==> src/rtl/pipe_pkg.sv <==
// Shared definitions for pipe_stage_hs: default bubble value, counter width,
// saturating increment helper and control-field bit positions.
package pipe_pkg;

    localparam int unsigned DEF_CNT_W    = 32;
    localparam logic [15:0] DEF_CTRL_BUB = '0;

    // Control payload layout used by the core stages
    localparam int unsigned WBEN_BIT    = 0;
    localparam int unsigned IS_JAL_BIT  = 1;
    localparam int unsigned IS_JALR_BIT = 2;
    localparam int unsigned IS_BRC_BIT  = 3;
    localparam int unsigned DIVEN_BIT   = 4;
    localparam int unsigned DIVSEL_LSB  = 5;

    // Increment v unless it already sits at max; callers pass their own all-ones
    function automatic logic [63:0] sat_inc(input logic [63:0] v, input logic [63:0] max);
        return (v >= max) ? v : v + 64'd1;
    endfunction

endpackage

==> src/rtl/pipe_skid_buf.sv <==
// One-entry skid buffer with registered s_ready; passes through when empty and
// parks one beat when the downstream register cannot take it.
module pipe_skid_buf
    import pipe_pkg::*;
#(
    parameter int unsigned DATA_W = 256,
    parameter int unsigned CTRL_W = 16
) (
    input  logic              clk,
    input  logic              rst_n,
    input  logic              flush,
    input  logic              s_valid,
    output logic              s_ready,
    input  logic [CTRL_W-1:0] s_ctrl,
    input  logic [DATA_W-1:0] s_data,
    output logic              m_valid,
    input  logic              m_ready,
    output logic [CTRL_W-1:0] m_ctrl,
    output logic [DATA_W-1:0] m_data
);

    logic              full;
    logic              full_nxt;
    logic              s_xfer;
    logic [CTRL_W-1:0] skid_ctrl;
    logic [DATA_W-1:0] skid_data;

    assign s_xfer  = s_valid & s_ready;
    assign m_valid = full | s_xfer;
    assign m_ctrl  = full ? skid_ctrl : s_ctrl;
    assign m_data  = full ? skid_data : s_data;

    always_comb begin
        full_nxt = full;
        if (flush) begin
            full_nxt = 1'b0;
        end else if (full && m_ready) begin
            full_nxt = 1'b0;
        end else if (s_xfer && !m_ready) begin
            full_nxt = 1'b1;
        end
    end

    // s_ready drops for one cycle after flush so nothing lands during the clear
    always_ff @(posedge clk or negedge rst_n) begin
        if (!rst_n) begin
            full      <= 1'b0;
            s_ready   <= 1'b1;
            skid_ctrl <= '0;
            skid_data <= '0;
        end else begin
            full    <= full_nxt;
            s_ready <= ~full_nxt & ~flush;
            if (s_xfer && !m_ready && !full) begin
                skid_ctrl <= s_ctrl;
                skid_data <= s_data;
            end
        end
    end

endmodule

==> src/rtl/pipe_stage_hs.sv <==
// Parametrised pipeline-stage register with valid/ready handshake, flush, hold
// and saturating stall/bubble counters. Define PIPE_SKID_BUF_EN for a registered in_ready.
module pipe_stage_hs
    import pipe_pkg::*;
#(
    parameter int unsigned       DATA_W   = 256,
    parameter int unsigned       CTRL_W   = 16,
    parameter logic [CTRL_W-1:0] CTRL_BUB = CTRL_W'(DEF_CTRL_BUB),
    parameter int unsigned       CNT_W    = DEF_CNT_W
) (
    input  logic              clk,
    input  logic              rst_n,
    input  logic              flush,
    input  logic              hold,
    input  logic              in_valid,
    output logic              in_ready,
    input  logic [DATA_W-1:0] in_data,
    input  logic [CTRL_W-1:0] in_ctrl,
    output logic              out_valid,
    input  logic              out_ready,
    output logic [DATA_W-1:0] out_data,
    output logic [CTRL_W-1:0] out_ctrl,
    output logic [CNT_W-1:0]  stall_cnt,
    output logic [CNT_W-1:0]  bubble_cnt
);

    localparam logic [63:0] CNT_MAX = 64'({CNT_W{1'b1}});

    logic              out_xfer;
    logic              load_xfer;
    logic [CTRL_W-1:0] ld_ctrl;
    logic [DATA_W-1:0] ld_data;

    assign out_xfer = out_valid & out_ready & ~hold;

`ifdef PIPE_SKID_BUF_EN
    logic load_en;
    logic skid_valid;

    // Output register refills whenever it is empty or draining; hold only gates out_xfer
    assign load_en   = ~out_valid | out_xfer;
    assign load_xfer = skid_valid & load_en;

    pipe_skid_buf #(
        .DATA_W (DATA_W),
        .CTRL_W (CTRL_W)
    ) u_skid (
        .clk     (clk),
        .rst_n   (rst_n),
        .flush   (flush),
        .s_valid (in_valid),
        .s_ready (in_ready),
        .s_ctrl  (in_ctrl),
        .s_data  (in_data),
        .m_valid (skid_valid),
        .m_ready (load_en),
        .m_ctrl  (ld_ctrl),
        .m_data  (ld_data)
    );
`else
    assign in_ready  = ~hold & (~out_valid | out_ready);
    assign load_xfer = in_valid & in_ready;
    assign ld_ctrl   = in_ctrl;
    assign ld_data   = in_data;
`endif

    always_ff @(posedge clk or negedge rst_n) begin
        if (!rst_n) begin
            out_valid <= 1'b0;
            out_ctrl  <= CTRL_BUB;
            out_data  <= '0;
        end else if (flush) begin
            out_valid <= 1'b0;
            out_ctrl  <= CTRL_BUB;
        end else if (load_xfer) begin
            out_valid <= 1'b1;
            out_ctrl  <= ld_ctrl;
            out_data  <= ld_data;
        end else if (out_xfer) begin
            out_valid <= 1'b0;
            out_ctrl  <= CTRL_BUB;
        end
    end

    always_ff @(posedge clk or negedge rst_n) begin
        if (!rst_n) begin
            stall_cnt  <= '0;
            bubble_cnt <= '0;
        end else begin
            if (out_valid && !out_xfer && !flush) begin
                stall_cnt <= CNT_W'(sat_inc(64'(stall_cnt), CNT_MAX));
            end
            if (!out_valid) begin
                bubble_cnt <= CNT_W'(sat_inc(64'(bubble_cnt), CNT_MAX));
            end
        end
    end

endmodule
==> config.mk <==
export PLATFORM = sky130hd
export DESIGN_NAME = pipe_stage_hs
export DESIGN_NICKNAME = d
export VERILOG_FILES = /design/src/rtl/pipe_pkg.sv /design/src/rtl/pipe_skid_buf.sv /design/src/rtl/pipe_stage_hs.sv
export SDC_FILE = /design/constraint.sdc
export NUM_CORES = 1
export LEC_CHECK = 0
export BUFFER_PORTS_ARGS = -buffer_cell sky130_fd_sc_hd__buf_4
export CAP_MARGIN = 30
export CORE_AREA = 4 4 238 240
export CTS_CLUSTER_DIAMETER = 30
export DETAILED_ROUTE_END_ITERATION = 8
export DIE_AREA = 0 0 242 244
export REMOVE_ABC_BUFFERS = 1
export SLEW_MARGIN = 20
export SYNTH_ARGS = -nofsm -noshare
export SYNTH_HDL_FRONTEND = slang
export SYNTH_SLANG_ARGS = --single-unit
==> constraint.sdc <==
create_clock -name clk -period 3.7 [get_ports clk]
set_clock_uncertainty 0.2 [all_clocks]
set_input_delay 0.74 -clock clk [delete_from_list [all_inputs] [get_ports clk]]
set_output_delay 0.74 -clock clk [all_outputs]
set_load 0.1 [all_outputs]
Word-level counts from Yosys, hierarchy flattened:

Index checks and enable logic that the tools add are counted.
Widths: inputs -> output; s select.

* flip-flop bits (word level): 337
* output and inout bits: 338
* logic and storage cells: 33

* add/sub/neg operators: 2
* $lt $le $gt $ge: 2
* multiplexer cells: 6
* bitwise logic cells: 10
* reduce and logical (&&, ||, !) cells: 8

Operator list (number)
* $add 32x1->32 const B: 2
* $ge 32x32->1 const B: 2
* $mux 16: 3
* $reduce_and 2->1: 3
* $not 1->1: 5
* $and 1x1->1: 4
* $mux 1: 3
* $reduce_bool 3->1: 1
* $logic_and 1x1->1: 2
* $logic_not 1->1: 2
* $or 1x1->1: 1

Logic depth before layout (Yosys ltp):

* depth after elaboration: 6
* gate-level depth with buffers: 7
* mapped depth without buffers: 6

Worst setup path after synthesis:

No wires, ideal clock.

* path type: register to register
* start point: register out_valid
* end point: register out_data[133]
* library setup time: 125 ps
* arrival: 3797 ps
* data required time: 3375 ps
* setup slack: -422 ps
* stages on the path, launching flop included: 7
* buffers on the path: 3
* period minus slack after synthesis: 4122 ps
* cell sequence: dfrtp_1 > a21oi_1 > and3b_1 > clkbuf_1 > clkbuf_1 > clkbuf_1 > mux2_2

* word-level cells in the longest chain between the ends: 5

Ends and longest elaborated chain
* from (decl): line pipe_stage_hs.sv:19 `output logic out_valid,`
* from (signal assigned): line pipe_stage_hs.sv:69 `out_valid <= 1'b0;`
* from (signal assigned): line pipe_stage_hs.sv:73 `out_valid <= 1'b0;`
* from (signal assigned): line pipe_stage_hs.sv:76 `out_valid <= 1'b1;`
* $not 1->1: line pipe_stage_hs.sv:61 `assign in_ready = ~hold & (~out_valid | out_ready);`
* $or 1x1->1: line pipe_stage_hs.sv:61
* $and 1x1->1: line pipe_stage_hs.sv:61
* named net in_ready: line pipe_stage_hs.sv:16 `output logic in_ready,`
* $and 1x1->1: line pipe_stage_hs.sv:62 `assign load_xfer = in_valid & in_ready;`
* $reduce_and 2->1 (no source line)
* to (signal assigned): line pipe_stage_hs.sv:78 `out_data <= ld_data;`
* to (decl): line pipe_stage_hs.sv:21 `output logic [DATA_W-1:0] out_data,`

The timed path passes the listed nets, and every way through them passes these cells.
A chain may end at the register's enable or synchronous reset.

Worst setup path after layout:

* start point: register out_valid
* end point: output port in_ready

* word-level cells in the longest chain between the ends: 3

Ends and longest elaborated chain (line)
* $not 1->1: pipe_stage_hs.sv:61
* $or 1x1->1: pipe_stage_hs.sv:61
* $and 1x1->1: pipe_stage_hs.sv:61
* to (decl): pipe_stage_hs.sv:16

No other way between the ends.

==> reports/metrics.cfg <==
[run_status]
outcome=completed

[yosys]
async_reset_ff_frac=1.00
yosysTopAreaCell=dfrtp_1
synth_xor_area_frac=0.0408
synthDominantCellAreaShare=0.644
synth_mux_area_frac=0.222
syn_area_um2=13100
synth-compound-area-share=0.0169
synth_common_cells=337 x dfrtp_1, 258 x mux2_2, 32 x xnor2_1
yosys.cell_types.count=39
synth_most_common_cell=dfrtp_1
ys.warnings.count=0
yosys_register_bits=337
synthSimpleGateAreaFrac=0.0591
synth_ff_type=dfrtp_1
syn_avg_cell_area_um2=15.0
synth_edf_count=0
ys_seq_area_frac=0.644
ys_top_cells_by_area=dfrtp_1 64%, mux2_2 22%, xnor2_1 2.1%
synth_top_family_by_area=multiplexers
syn_inst=871
synth_adder_area_share=0.00191

[power_and_ir_drop]
ir_worst_vdd_mv=0.497
total_power_w=0.0201
p_per_area_nw_per_um2=918
power.leakage_nw=10.4

[global_routing]
grt_max_degree=96
met1_usage=0.155
grt_use_total=0.140
grt-ovfl-total=0
busiest_layer=met2
antenna_found_initial=0
met2_usage=0.248
grt_first_pass_wirelength_um=65100
use_met3=0.0476
grt_pass1_vias=11100

[timing]
min_period_ns=2.73
tightest_slew_ns=0.841
fmax_ghz=0.366
finalCritPeriodShare=0.739
finalMaxSlewViolations=0
slew_headroom=0.438
hold_viol=0
tns_ns=0
rsz0062_at_grt=false
setup_viol=0

[critical_path]
path_class=flip-flop to output pin
crit_slowest_cell=dfrtp_1
max_stage_delay_ns=0.58
crit_required_ns=2.76
worst-path-max-fanout=8
arrival_ns=1.79
worstSetupEndpointType=output pin
crit_path_start_kind=flip-flop
path_cells=a21oi_1, buf_4

[clock_network]
hold_buffers=0
postCtsSetupBuffers=0
cts_resized=0
clockBufferDepth=3
insertion_delay_ns=0.59
cts-root-buf=clkbuf_16
cts_tree=done
clock-sinks=337
cts_buffers=87
htree_levels=3
path_clk_slew_ns=0.05

[placement]
dp_hpwl_um=32100
gp_congestion=0.840
io_buffers=615

[finish]
n_antenna_cell=0
drive_gt1_frac=0.646
syn_to_final_growth_pct=66.8
fillerInstances=5162
post-route-util=0.400
nNetsFinal=1842

[route]
wl_per_cell_um=18.3
routed_wl_um=42700
num_vias=9918
drtIter0Drc=356
antenna_left=0
post-route-drc-count=0
drtPass1Iterations=4
vias_per_cell=4.24

[die]
rows=86
dieArea_um2=59000
ios=616
die_w_um=242
core_um2=54700
start_util=0.240
fp.dieH_um=244

[min_path]
hp-class=primary input to asynchronous set/reset pin

[job]
max-cap-violations=0

-- worst max-delay path, delay by kind of cell (launching register included) --
kind	cells	cell delay [ns]
flip-flops	1	0.58
buffers and inverters	1	0.33
AO/OA/AOI/OAI	1	0.29
-- cell families after synthesis --
logic type               Yosys count
buffers and inverters             44
AO/OA/AOI/OAI                     25
multiplexers                     259
flip-flops                       337
adder cells (fa/ha/maj)            2
AND/OR/NAND/NOR                  143
XOR/XNOR                          61
-- registers in the layout, indices dropped and copies added (netlist names) --
name	flops
out_valid	1
out_data	256
out_ctrl	16
bubble_cnt	32
stall_cnt	32
-- layout by cell type, fill, tap and decap left out, types with 2 or more instances in the layout --
cell type / n
o211ai_1: 2
nand4_1: 21
clkinv_2: 15
or3_1: 3
clkbuf_16: 89
clkbuf_1: 12
xor2_1: 29
clkbuf_8: 15
and3_1: 13
ha_1: 2
nor3_1: 10
buf_4: 631
clkinv_8: 2
nand2_1: 26
or2_2: 2
xnor2_1: 32
nor4_1: 2
and3_4: 2
buf_12: 6
nand3_1: 17
inv_1: 8
nor2_1: 28
and4_1: 6
mux2_2: 258
nor2b_1: 2
dfrtp_1: 337
a22o_1: 16
clkinvlp_4: 9
bufinv_16: 15
inv_16: 2
-- stage by stage --
| step | cell area [µm²] | setup WS (ns) | instances | hold slack, ns |
|---|---|---|---|---|
| final | 21900 | 0.966 | 2338 | 0.000907 |
| after global routing | 21900 | 0.833 | 2338 | 0.0300 |
| after CTS | 21900 | 0.893 | 2338 | 0.00130 |
| after detailed placement | 18700 | 0.902 | 2177 | 0.287 |
| after global placement | 18700 | 0.912 | 2177 | 0.277 |
| after floorplan | 12900 | -6.16 | 835 | 0.244 |
-- final timing paths --
check,start,end,slack [ns],depth (start not counted)
setup / recovery,out_valid,in_ready,0.97,2
hold / removal,rst_n,out_data[254],0.0009,1
setup reg to reg,stall_cnt[0],stall_cnt[1],1.00,6
hold reg to reg,bubble_cnt[11],bubble_cnt[11],0.29,1
max in group asynchronous,rst_n,out_data[229],2.37,2
min in group clk,in_data[83],out_data[83],0.17,2
-- routing by layer --
layer  routed length (µm)  part of all wire
met5                    0                 0
met4                 1280             0.030
met3                 2720             0.064
met2                22600              0.53
met1                16100              0.38
-- area by class of cell --
class / instances / area, µm² / share of cell area
Timing Repair Buffer: 638 / 4870 / 0.223
Sequential cell: 337 / 8430 / 0.386
Multi-Input combinational cell: 490 / 4480 / 0.205
Clock buffer: 116 / 2480 / 0.113
Inverter: 8 / 30.0 / 0.00137
Tap cell: 704 / 881 / 0.0403
Clock inverter: 45 / 683 / 0.0313
-- report_power, final --
group	leakage, nW	total, W	internal, W	switching [W]
Clock	1.53	0.00801	0.00572	0.00229
Sequential	4.14	0.00479	0.00436	0.000432
Combinational	4.75	0.00726	0.00155	0.00570
Total	10.4	0.0201	0.0116	0.00842
No activity file was read; power rests on OpenSTA's default activity.
